$ cat src/rtl/imem_boot_ctrl_pkg.sv
// ============================================================================
// imem_boot_ctrl_pkg : shared state encodings and defaults for the boot loader
// Rev 1.0
// ============================================================================
`default_nettype none

package imem_boot_ctrl_pkg;

  typedef enum logic [2:0] {
    S_HDR  = 3'd0,
    S_CNT  = 3'd1,
    S_DATA = 3'd2,
    S_CSUM = 3'd3,
    S_RUN  = 3'd4
  } state_e;

  localparam logic [7:0]  C_HDR_BYTE    = 8'hA5;
  localparam int unsigned C_TIMEOUT_CYC = 32'd1000000;

endpackage

`default_nettype wire

$ cat src/rtl/imem_byte_packer.sv
// ============================================================================
// imem_byte_packer : assembles MSB-first bytes into words and XORs a checksum
// Rev 1.0
// ============================================================================
`default_nettype none

module imem_byte_packer (
  input  logic        clk,
  input  logic        rst_n,
  input  logic        i_clear,
  input  logic        i_byte_valid,
  input  logic [7:0]  i_byte,
  output logic [31:0] o_word,
  output logic        o_word_done,
  output logic [7:0]  o_csum,
  output logic        o_last_byte
);

  logic [1:0]  r_byte_idx;
  logic [23:0] r_shift;
  logic [31:0] r_word;
  logic        r_word_done;
  logic [7:0]  r_csum;

  always_ff @(posedge clk or negedge rst_n) begin
    if (!rst_n) begin
      r_byte_idx  <= 2'd0;
      r_shift     <= 24'd0;
      r_word      <= 32'd0;
      r_word_done <= 1'b0;
      r_csum      <= 8'd0;
    end else begin
      r_word_done <= 1'b0;
      if (i_clear) begin
        r_byte_idx <= 2'd0;
        r_shift    <= 24'd0;
        r_csum     <= 8'd0;
      end else if (i_byte_valid) begin
        r_csum     <= r_csum ^ i_byte;
        r_byte_idx <= r_byte_idx + 2'd1;
        r_shift    <= {r_shift[15:0], i_byte};
        // Word is held separately so the next byte can shift in during the write cycle
        if (r_byte_idx == 2'd3) begin
          r_word      <= {r_shift, i_byte};
          r_word_done <= 1'b1;
        end
      end
    end
  end

  assign o_word      = r_word;
  assign o_word_done = r_word_done;
  assign o_csum      = r_csum;
  assign o_last_byte = (r_byte_idx == 2'd3);

endmodule

`default_nettype wire

$ cat src/rtl/imem_boot_ctrl.sv
// ============================================================================
// imem_boot_ctrl : UART boot loader and fetch arbiter for the instruction RAM
// Rev 1.0
// ============================================================================
`default_nettype none

module imem_boot_ctrl
  import imem_boot_ctrl_pkg::*;
#(
  parameter int unsigned ADDR_W      = 8,
  parameter int unsigned TIMEOUT_CYC = C_TIMEOUT_CYC,
  parameter logic [7:0]  HDR_BYTE    = C_HDR_BYTE
) (
  input  logic              clk,
  input  logic              rst_n,
  input  logic              i_rx_valid,
  input  logic [7:0]        i_rx_data,
  input  logic              i_boot_req,
  input  logic [31:0]       i_fetch_addr,
  output logic [31:0]       o_fetch_instr,
  output logic              o_cpu_hold,
  output logic              o_cpu_restart,
  output logic [ADDR_W-1:0] o_mem_addr,
  output logic              o_mem_we,
  output logic [31:0]       o_mem_wdata,
  input  logic [31:0]       i_mem_rdata,
  output logic              o_load_err,
  output logic [ADDR_W:0]   o_words_loaded
);

  localparam logic [31:0] C_DEPTH = 32'd1 << ADDR_W;

  state_e            r_state;
  state_e            w_next;
  logic [ADDR_W:0]   r_n_eff;
  logic [ADDR_W-1:0] r_word_ptr;
  logic [31:0]       r_idle;
  logic              r_load_err;
  logic [ADDR_W:0]   r_words_loaded;
  logic              r_cpu_restart;

  logic              w_hdr_ok;
  logic              w_active;
  logic              w_timed;
  logic              w_byte_in;
  logic [31:0]       w_cnt_ext;
  logic [31:0]       w_cnt_eff;
  logic              w_cnt_ok;
  logic              w_last_word;
  logic              w_set_err;
  logic              w_done_load;
  logic              w_word_done;
  logic              w_last_byte;
  logic [31:0]       w_word;
  logic [7:0]        w_csum;
  logic              w_unused_fetch;

  assign w_hdr_ok  = i_rx_valid && (r_state == S_HDR) && (i_rx_data == HDR_BYTE);
  assign w_active  = (r_state == S_CNT) || (r_state == S_DATA) || (r_state == S_CSUM);
  assign w_timed   = w_active && !i_rx_valid && (r_idle == TIMEOUT_CYC - 1);
  assign w_byte_in = i_rx_valid && (r_state == S_DATA);

  // A count of zero stands for a full RAM image
  assign w_cnt_ext   = {24'd0, i_rx_data};
  assign w_cnt_eff   = (i_rx_data == 8'd0) ? C_DEPTH : w_cnt_ext;
  assign w_cnt_ok    = (w_cnt_eff <= C_DEPTH);
  assign w_last_word = ({1'b0, r_word_ptr} == (r_n_eff - 1'b1));

  imem_byte_packer u_packer (
    .clk          (clk),
    .rst_n        (rst_n),
    .i_clear      (w_hdr_ok),
    .i_byte_valid (w_byte_in),
    .i_byte       (i_rx_data),
    .o_word       (w_word),
    .o_word_done  (w_word_done),
    .o_csum       (w_csum),
    .o_last_byte  (w_last_byte)
  );

  always_comb begin
    w_next      = r_state;
    w_set_err   = 1'b0;
    w_done_load = 1'b0;
    case (r_state)
      S_HDR: begin
        if (w_hdr_ok) w_next = S_CNT;
      end
      S_CNT: begin
        if (w_timed) begin
          w_set_err = 1'b1;
          w_next    = S_HDR;
        end else if (i_rx_valid) begin
          if (w_cnt_ok) begin
            w_next = S_DATA;
          end else begin
            w_set_err = 1'b1;
            w_next    = S_HDR;
          end
        end
      end
      S_DATA: begin
        if (w_timed) begin
          w_set_err = 1'b1;
          w_next    = S_HDR;
        end else if (i_rx_valid && w_last_byte && w_last_word) begin
          w_next = S_CSUM;
        end
      end
      S_CSUM: begin
        if (w_timed) begin
          w_set_err = 1'b1;
          w_next    = S_HDR;
        end else if (i_rx_valid) begin
          if (i_rx_data == w_csum) begin
            w_done_load = 1'b1;
            w_next      = S_RUN;
          end else begin
            w_set_err = 1'b1;
            w_next    = S_HDR;
          end
        end
      end
      S_RUN: begin
        if (i_boot_req) w_next = S_HDR;
      end
      default: w_next = S_HDR;
    endcase
  end

  always_ff @(posedge clk or negedge rst_n) begin
    if (!rst_n) begin
      r_state        <= S_HDR;
      r_n_eff        <= '0;
      r_word_ptr     <= '0;
      r_idle         <= 32'd0;
      r_load_err     <= 1'b0;
      r_words_loaded <= '0;
      r_cpu_restart  <= 1'b0;
    end else begin
      r_state       <= w_next;
      r_cpu_restart <= w_done_load;
      if (w_hdr_ok)       r_load_err <= 1'b0;
      else if (w_set_err) r_load_err <= 1'b1;
      if (r_state == S_CNT && i_rx_valid) r_n_eff <= w_cnt_eff[ADDR_W:0];
      if (w_hdr_ok)                                r_word_ptr <= '0;
      else if (w_word_done && r_state != S_RUN)    r_word_ptr <= r_word_ptr + 1'b1;
      if (w_done_load) r_words_loaded <= r_n_eff;
      if (i_rx_valid || !w_active || w_timed) r_idle <= 32'd0;
      else                                    r_idle <= r_idle + 32'd1;
    end
  end

  assign o_cpu_hold     = (r_state != S_RUN);
  assign o_cpu_restart  = r_cpu_restart;
  assign o_mem_we       = w_word_done && (r_state != S_RUN);
  assign o_mem_wdata    = w_word;
  assign o_mem_addr     = (r_state == S_RUN) ? i_fetch_addr[ADDR_W+1:2] : r_word_ptr;
  assign o_fetch_instr  = (r_state == S_RUN) ? i_mem_rdata : 32'h0000_0000;
  assign o_load_err     = r_load_err;
  assign o_words_loaded = r_words_loaded;

  assign w_unused_fetch = ^{i_fetch_addr[31:ADDR_W+2], i_fetch_addr[1:0]};

endmodule

`default_nettype wire

$ cat config.mk
export PLATFORM = sky130hd
export DESIGN_NAME = imem_boot_ctrl
export DESIGN_NICKNAME = d
export VERILOG_FILES = /design/src/rtl/imem_boot_ctrl_pkg.sv /design/src/rtl/imem_byte_packer.sv /design/src/rtl/imem_boot_ctrl.sv
export SDC_FILE = /design/constraint.sdc
export NUM_CORES = 1
export LEC_CHECK = 0
export ABC_AREA = 1
export ABC_CLOCK_PERIOD_IN_PS = 2000
export CAP_MARGIN = 20
export CORE_UTILIZATION = 50
export CTS_CLUSTER_DIAMETER = 50
export DETAILED_ROUTE_END_ITERATION = 10
export PLACE_DENSITY = 0.81
export SLEW_MARGIN = 30
export SYNTH_ARGS = -nofsm -noshare
export SYNTH_HDL_FRONTEND = slang
export SYNTH_SLANG_ARGS = --single-unit
$ cat constraint.sdc
create_clock -name clk -period 2 [get_ports clk]
set_input_delay 0.4 -clock clk [delete_from_list [all_inputs] [get_ports clk]]
set_output_delay 0.4 -clock clk [all_outputs]
set_load 0.005 [all_outputs]
; Word-level counts from Yosys, hierarchy flattened
; Cells that the tools add are included.
[totals]
reg_bits = 130
latch_bits = 0
ramBits = 0
romBits = 0
in_bits = 76
output_inout_bits = 85
wordCells = 96
n_memories = 0
[classes]
add_sub_neg = 4
n_mul = 0
n_div = 0
n_lt_le_gt_ge = 1
eq_ne = 15
shift = 0
muxes = 40
n_bitwise = 2
reduce_logical = 22
[op_table]
columns = op, count
row1 = two-way mux 32 bit, 2
row2 = two-way mux 24 bit, 2
row3 = two-way mux 8 bit, 5
row4 = adder 32 x 1 -> 32 bit (second input constant), 1
row5 = equality test 32 x 20 -> 1 bit (second input constant), 1
row6 = two-way mux 3 bit, 9
row7 = two-way mux 1 bit, 16
row8 = case mux 3 bit (5 select lines), 1
row9 = equality test 8 x 9 -> 1 bit, 1
row10 = <= comparator 9 bit (second input constant), 1
row11 = logical AND 1 bit, 9
row12 = two-way mux 9 bit, 1
row13 = != test 3 bit (second input constant), 3
row14 = subtractor 9 x 1 -> 9 bit (second input constant), 1
row15 = adder 8 x 1 -> 8 bit (second input constant), 1
row16 = equality test 8 bit, 1
row17 = equality test 8 bit (second input constant), 1
row18 = zero test 8 bit, 1
row19 = bitwise XOR 8 bit, 1
row20 = equality test 3 x 2 -> 1 bit (second input constant), 2
row21 = two-way mux 2 bit, 3
row22 = nonzero test 2 bit, 3
row23 = AND reduction 5 bit, 1
row24 = logical OR 1 bit, 4
row25 = 12 further kinds, 13

; Longest topological paths before layout
[depth]
depth_word = 9
mapped_depth = 15
ltp_nobuf = 14

; Cells and area by module
; From an unflattened synthesis, not the netlist that was laid out.
[hier_totals]
cells_unflattened = 918
hier_area_um2 = 6985.4
[by_module_without_submodules]
columns = mod, n_inst, cells_per_inst, area_per_inst_um2, seq_area_each_um2
row1 = imem_boot_ctrl, 1, 616, 4247.8, 1576.5
row2 = imem_byte_packer, 1, 302, 2737.6, 1676.6

; Worst setup path after synthesis
; OpenSTA, ideal clock, no wires.
[synth_timing]
path_type = register -> register
start = reg r_n_eff[0]
end = reg r_state[0]
setup_ps = 117
arrival_ps = 1612
required_ps = 1883
slack_ps = 271
path_stages_with_launch = 15
n_path_buf = 1
period_less_slack_ps = 1729
cell_sequence = dfrtp_1 > inv_1 > ha_1 > clkbuf_1 > nand2_1 > nand2_1 > nand3_1 > nand2_1 > nand2_1 > nor2_1 > nand3_1 > nand2_1 > nand2_1 > nand2_1 > nand2_1
[synth_via]
elab_chain_cells = 5
[synth_rtl]
columns = item, line_no
row1 = from (decl), imem_boot_ctrl.sv:35  ; logic [ADDR_W:0] r_n_eff;
row2 = from (signal assigned), imem_boot_ctrl.sv:145  ; if (r_state == S_CNT && i_rx_valid) r_n_eff <= w_cnt_eff[ADDR_W:0];
row3 = subtractor 9 x 1 -> 9 bit, imem_boot_ctrl.sv:67  ; assign w_last_word = ({1'b0, r_word_ptr} == (r_n_eff - 1'b1));
row4 = equality test 8 x 9 -> 1 bit, imem_boot_ctrl.sv:67
row5 = logical AND 1 bit, imem_boot_ctrl.sv:106  ; end else if (i_rx_valid && w_last_byte && w_last_word) begin
row6 = != test 3 x 2 -> 1 bit (no line), --
row7 = AND reduction 5 bit (no line), --
row8 = to (signal assigned), imem_boot_ctrl.sv:141  ; r_state <= w_next;
row9 = to (decl), imem_boot_ctrl.sv:33  ; state_e r_state;
; Every way passes these cells.
; A chain may end at the register's enable or synchronous reset.

; Final worst setup path
[layout_timing]
start = reg r_state[0]
end = out o_mem_addr[2]
[layout_via]
elab_chain_cells = 2
[layout_rtl]
columns = item, line_no
row1 = equality test 3 bit, imem_boot_ctrl.sv:158  ; assign o_mem_addr = (r_state == S_RUN) ? i_fetch_addr[ADDR_W+1:2] : r_word_ptr;
row2 = two-way mux 8 bit, imem_boot_ctrl.sv:158
row3 = to (decl), imem_boot_ctrl.sv:23  ; output logic [ADDR_W-1:0] o_mem_addr,
; Every way passes these cells.

==> impl_metrics.env <==
export IMPL_synthMuxAreaShare_pct=0
export IMPL_globalRouteOverflowTotal=0
export IMPL_fin_worst_skew_ns=0.0111
export IMPL_track_usage_pct=28.7
export IMPL_drive_above_1_share_pct=19.2
export IMPL_drt_iter0_markers=531
export IMPL_grt_max_degree=45
export IMPL_antenna_found_initial=0
export IMPL_ff2ff_setup_slack_ns=0.13
export IMPL_grt_pass1_wl_um=29500
export IMPL_via_count=6311
export IMPL_yosys_cell_types_count=41
export IMPL_dieWidth_um=116
export IMPL_insertedDiodeCount=0
export IMPL_portBuffers=136
export IMPL_fin_total_pwr_w=0.0103
export IMPL_routed_via_density=5.26
export IMPL_leakagePower_nw=4.35
export IMPL_drt_total_wl_um=18500
export IMPL_wire_per_inst_um=15.4
export IMPL_cts_inserted_buffers=17
export IMPL_fin_setup_tns_ns=-1.91
export IMPL_netlist_top_cells_count="178 x nand2_1, 130 x dfrtp_1, 122 x inv_1, 95 x nor2_1, 51 x o21ai_0"
export IMPL_cts_buffer_depth=2
export IMPL_rsz0062_at_grt="yes"
export IMPL_path_cells="nor2_4 -> inv_2 -> nor2_4 -> buf_12 -> buf_8 -> buf_6 -> nand2_2 -> o21ai_1 -> buf_2"
export IMPL_ios=161
export IMPL_hold_class="in -> async"
export IMPL_start_kind="register"
export IMPL_worstPathRequired_ns=1.60
export IMPL_ys_ff_latch=130
export IMPL_seqCellArea_um2=3250
export IMPL_layout_setup_ws_ns=-0.150
export IMPL_synthAdderAreaFrac_pct=0.764
export IMPL_fillers=1008
export IMPL_peakVddDrop_v=0.00133
export IMPL_syn2layout_area_growth_pct=39.1
export IMPL_max_slew_margin_pct=72.4
export IMPL_regToRegEndpoint="r_state[1]"
export IMPL_crit_end="o_mem_addr[2]"
export IMPL_yosys_area_share_xor_xnor_pct=3.34
export IMPL_violations="negative setup slack"
export IMPL_power_density_nw_per_um2=1130
export IMPL_avgSynthCellArea_um2=7.93
export IMPL_syn_area_um2=6550
export IMPL_synth_top_family_by_area="simple AND/OR/NAND/NOR gates"
export IMPL_synth_compound_area_share_pct=8.98
export IMPL_ys_seq_area_share_pct=49.7
export IMPL_fp_row_count=41
export IMPL_crit_slowest_cell="dfrtp_1"
export IMPL_fin_crit_ns=2.15
export IMPL_fp_coreArea_um2=12700
export IMPL_r2r_start="r_idle[0]"
export IMPL_dp_slack_ns=-0.119
export IMPL_startpoint="r_state[0]"
export IMPL_clk_pin_slew_worst_paths_ns=0.07
export IMPL_dp_hpwl_um=12600
export IMPL_critPathMostFrequentCell="nor2_4"
export IMPL_ant_nets=0
export IMPL_finalCritPeriodShare_pct=107
export IMPL_worstMarginPinSlew_ns=0.411
export IMPL_first_pass_iters=6
export IMPL_synthArstFlopShare_pct=100
export IMPL_status="finished, violations left"
export IMPL_clk_latency_ns=0.43
export IMPL_synth_top_area_cell="dfrtp_1"
export IMPL_multi_input_area_um2=2820
export IMPL_synth_most_common_cell="nand2_1"
export IMPL_root_buffer="clkbuf_16"
export IMPL_timing_final_max_slew_violations=0
export IMPL_finalHoldViolations=0
export IMPL_r2r_cells=11
export IMPL_max_freq_mhz=465
export IMPL_crit_arrival_ns=1.75
export IMPL_critPathCaptureType="output pin"
export IMPL_synthFlopType="dfrtp_1"
export IMPL_setup_violations_final=22
export IMPL_h_tree_depth=4
export IMPL_clock_sinks=130
export IMPL_crit_fanout=6
export IMPL_start_util_pct=51.5
export IMPL_grt_pass1_vias=6080
export IMPL_yosys_warnings=0
export IMPL_die_height_um=116
export IMPL_yosys_area_share_simple_pct=28.0
export IMPL_post_route_drc_count=0
export IMPL_synth_edf_count=0
export IMPL_drv_cap=0
export IMPL_cts_tree="done"
export IMPL_synth_top_area_share_pct=49.7
export IMPL_synth_net_count=906
export IMPL_fin_nets=1094
export IMPL_gp_congestion=0.900
export IMPL_syn_instance_count=826
export IMPL_dieArea_um2=13600
export IMPL_cp_slowest_stage_delay_ns=0.41
export IMPL_criticalPathCategory="reg -> out"
export IMPL_synthTopCellsByArea="dfrtp_1 50%, nand2_1 10%, inv_1 7.0%, nor2_1 5.4%, o21ai_0 3.9%"
## cells by family after synthesis
group	after synthesis
xor gates and xnor gates	25
adders and majority gates	4
and+or+nand+nor	406
AOI/OAI and AO/OA	107
DFF	130
buffers and inverters	154
## final cells by class
class	count	share of cell area, %
Timing Repair Buffer	193	19.3
Clock inverter	13	1.37
Tap cell	172	2.36
Clock buffer	19	4.86
Sequential cell	130	35.7
Multi-Input combinational cell	542	30.9
Timing Repair inverter	1	0.0961
Inverter	129	5.40
## cell usage in the layout (no fill, tap or decap), types with 20 or more instances in the layout
cell	count
buf_4	46
inv_1	122
nand3_1	47
o21ai_1	21
o21ai_0	44
clkdlybuf4s50_1	93
nor2_1	72
buf_2	25
dfrtp_1	130
nor2_2	22
nand2_1	172
o22ai_1	20
nor3_1	31
nand4_1	23
## layer usage
metal / track usage, % / part of all wire (%) / vias up
li1: - / - / 3028
met1: 37.4 / 42 / 3003
met2: 45.3 / 49 / 231
met3: 8.10 / 5.4 / 49
met4: 11.6 / 2.8 / 0
met5: 0 / 0 / -
## how the worst min path moves through the flow
stage	end	start	slack, ns	cells past startpoint
6_report	u_packer.o_word[6]	rst_n	0.47	2
5_1_grt	u_packer.o_word[11]	rst_n	0.47	2
4_1_cts	u_packer.o_word[6]	rst_n	0.46	2
3_5_place_dp	r_idle[12]	rst_n	0.35	1
3_3_place_gp	u_packer.o_word[5]	rst_n	0.35	1
2_1_floorplan	o_cpu_restart	rst_n	0.10	0
## report_power, final
group / switching, W / total, W / internal [W]
clock network: 0.00124 / 0.00300 / 0.00176
registers: 0.000560 / 0.00391 / 0.00335
logic: 0.00182 / 0.00339 / 0.00157
## worst max-delay path: cells and delay by family, from the launching register on
| family | cells | cell delay, ns |
|---|---|---|
| compound gates | 1 | 0.07 |
| simple gates | 3 | 0.29 |
| buf+inv | 5 | 0.56 |
| flops | 1 | 0.41 |
## timing repair
item / in CTS / in global routing
gates resized for setup: 170 / 35
setup endpoints to repair: 42 / 46
endpoints found under the hold margin: 23 / 0
pin swaps: 2 / 3
buffers inserted: 5 / 5
gates cloned: 2 / 0
hold buffers: 1 / 0
## sequential cells by signal (all words and copies together), names as in the netlist
signal / count
r_idle: 32
u_packer.o_word: 32
u_packer.r_shift: 24
o_words_loaded: 9
r_n_eff: 9
r_word_ptr: 8
u_packer.o_csum: 8
r_state: 3
u_packer.r_byte_idx: 2
o_cpu_restart: 1
o_load_err: 1
u_packer.o_word_done: 1
## per-stage QoR
stage | instance area [um2] | hold slack, ns | utilization (%) | cells
2_1_floorplan | 6550 | 0.104 | - | 826
3_3_place_gp | 8400 | 0.352 | 66.0 | 1155
3_5_place_dp | 8400 | 0.347 | 66.0 | 1155
4_1_cts | 9000 | 0.455 | 70.8 | 1195
5_1_grt | 9110 | 0.468 | 71.6 | 1199
6_report | 9110 | 0.466 | 71.6 | 1199
Power figures use the tool's default switching activity.
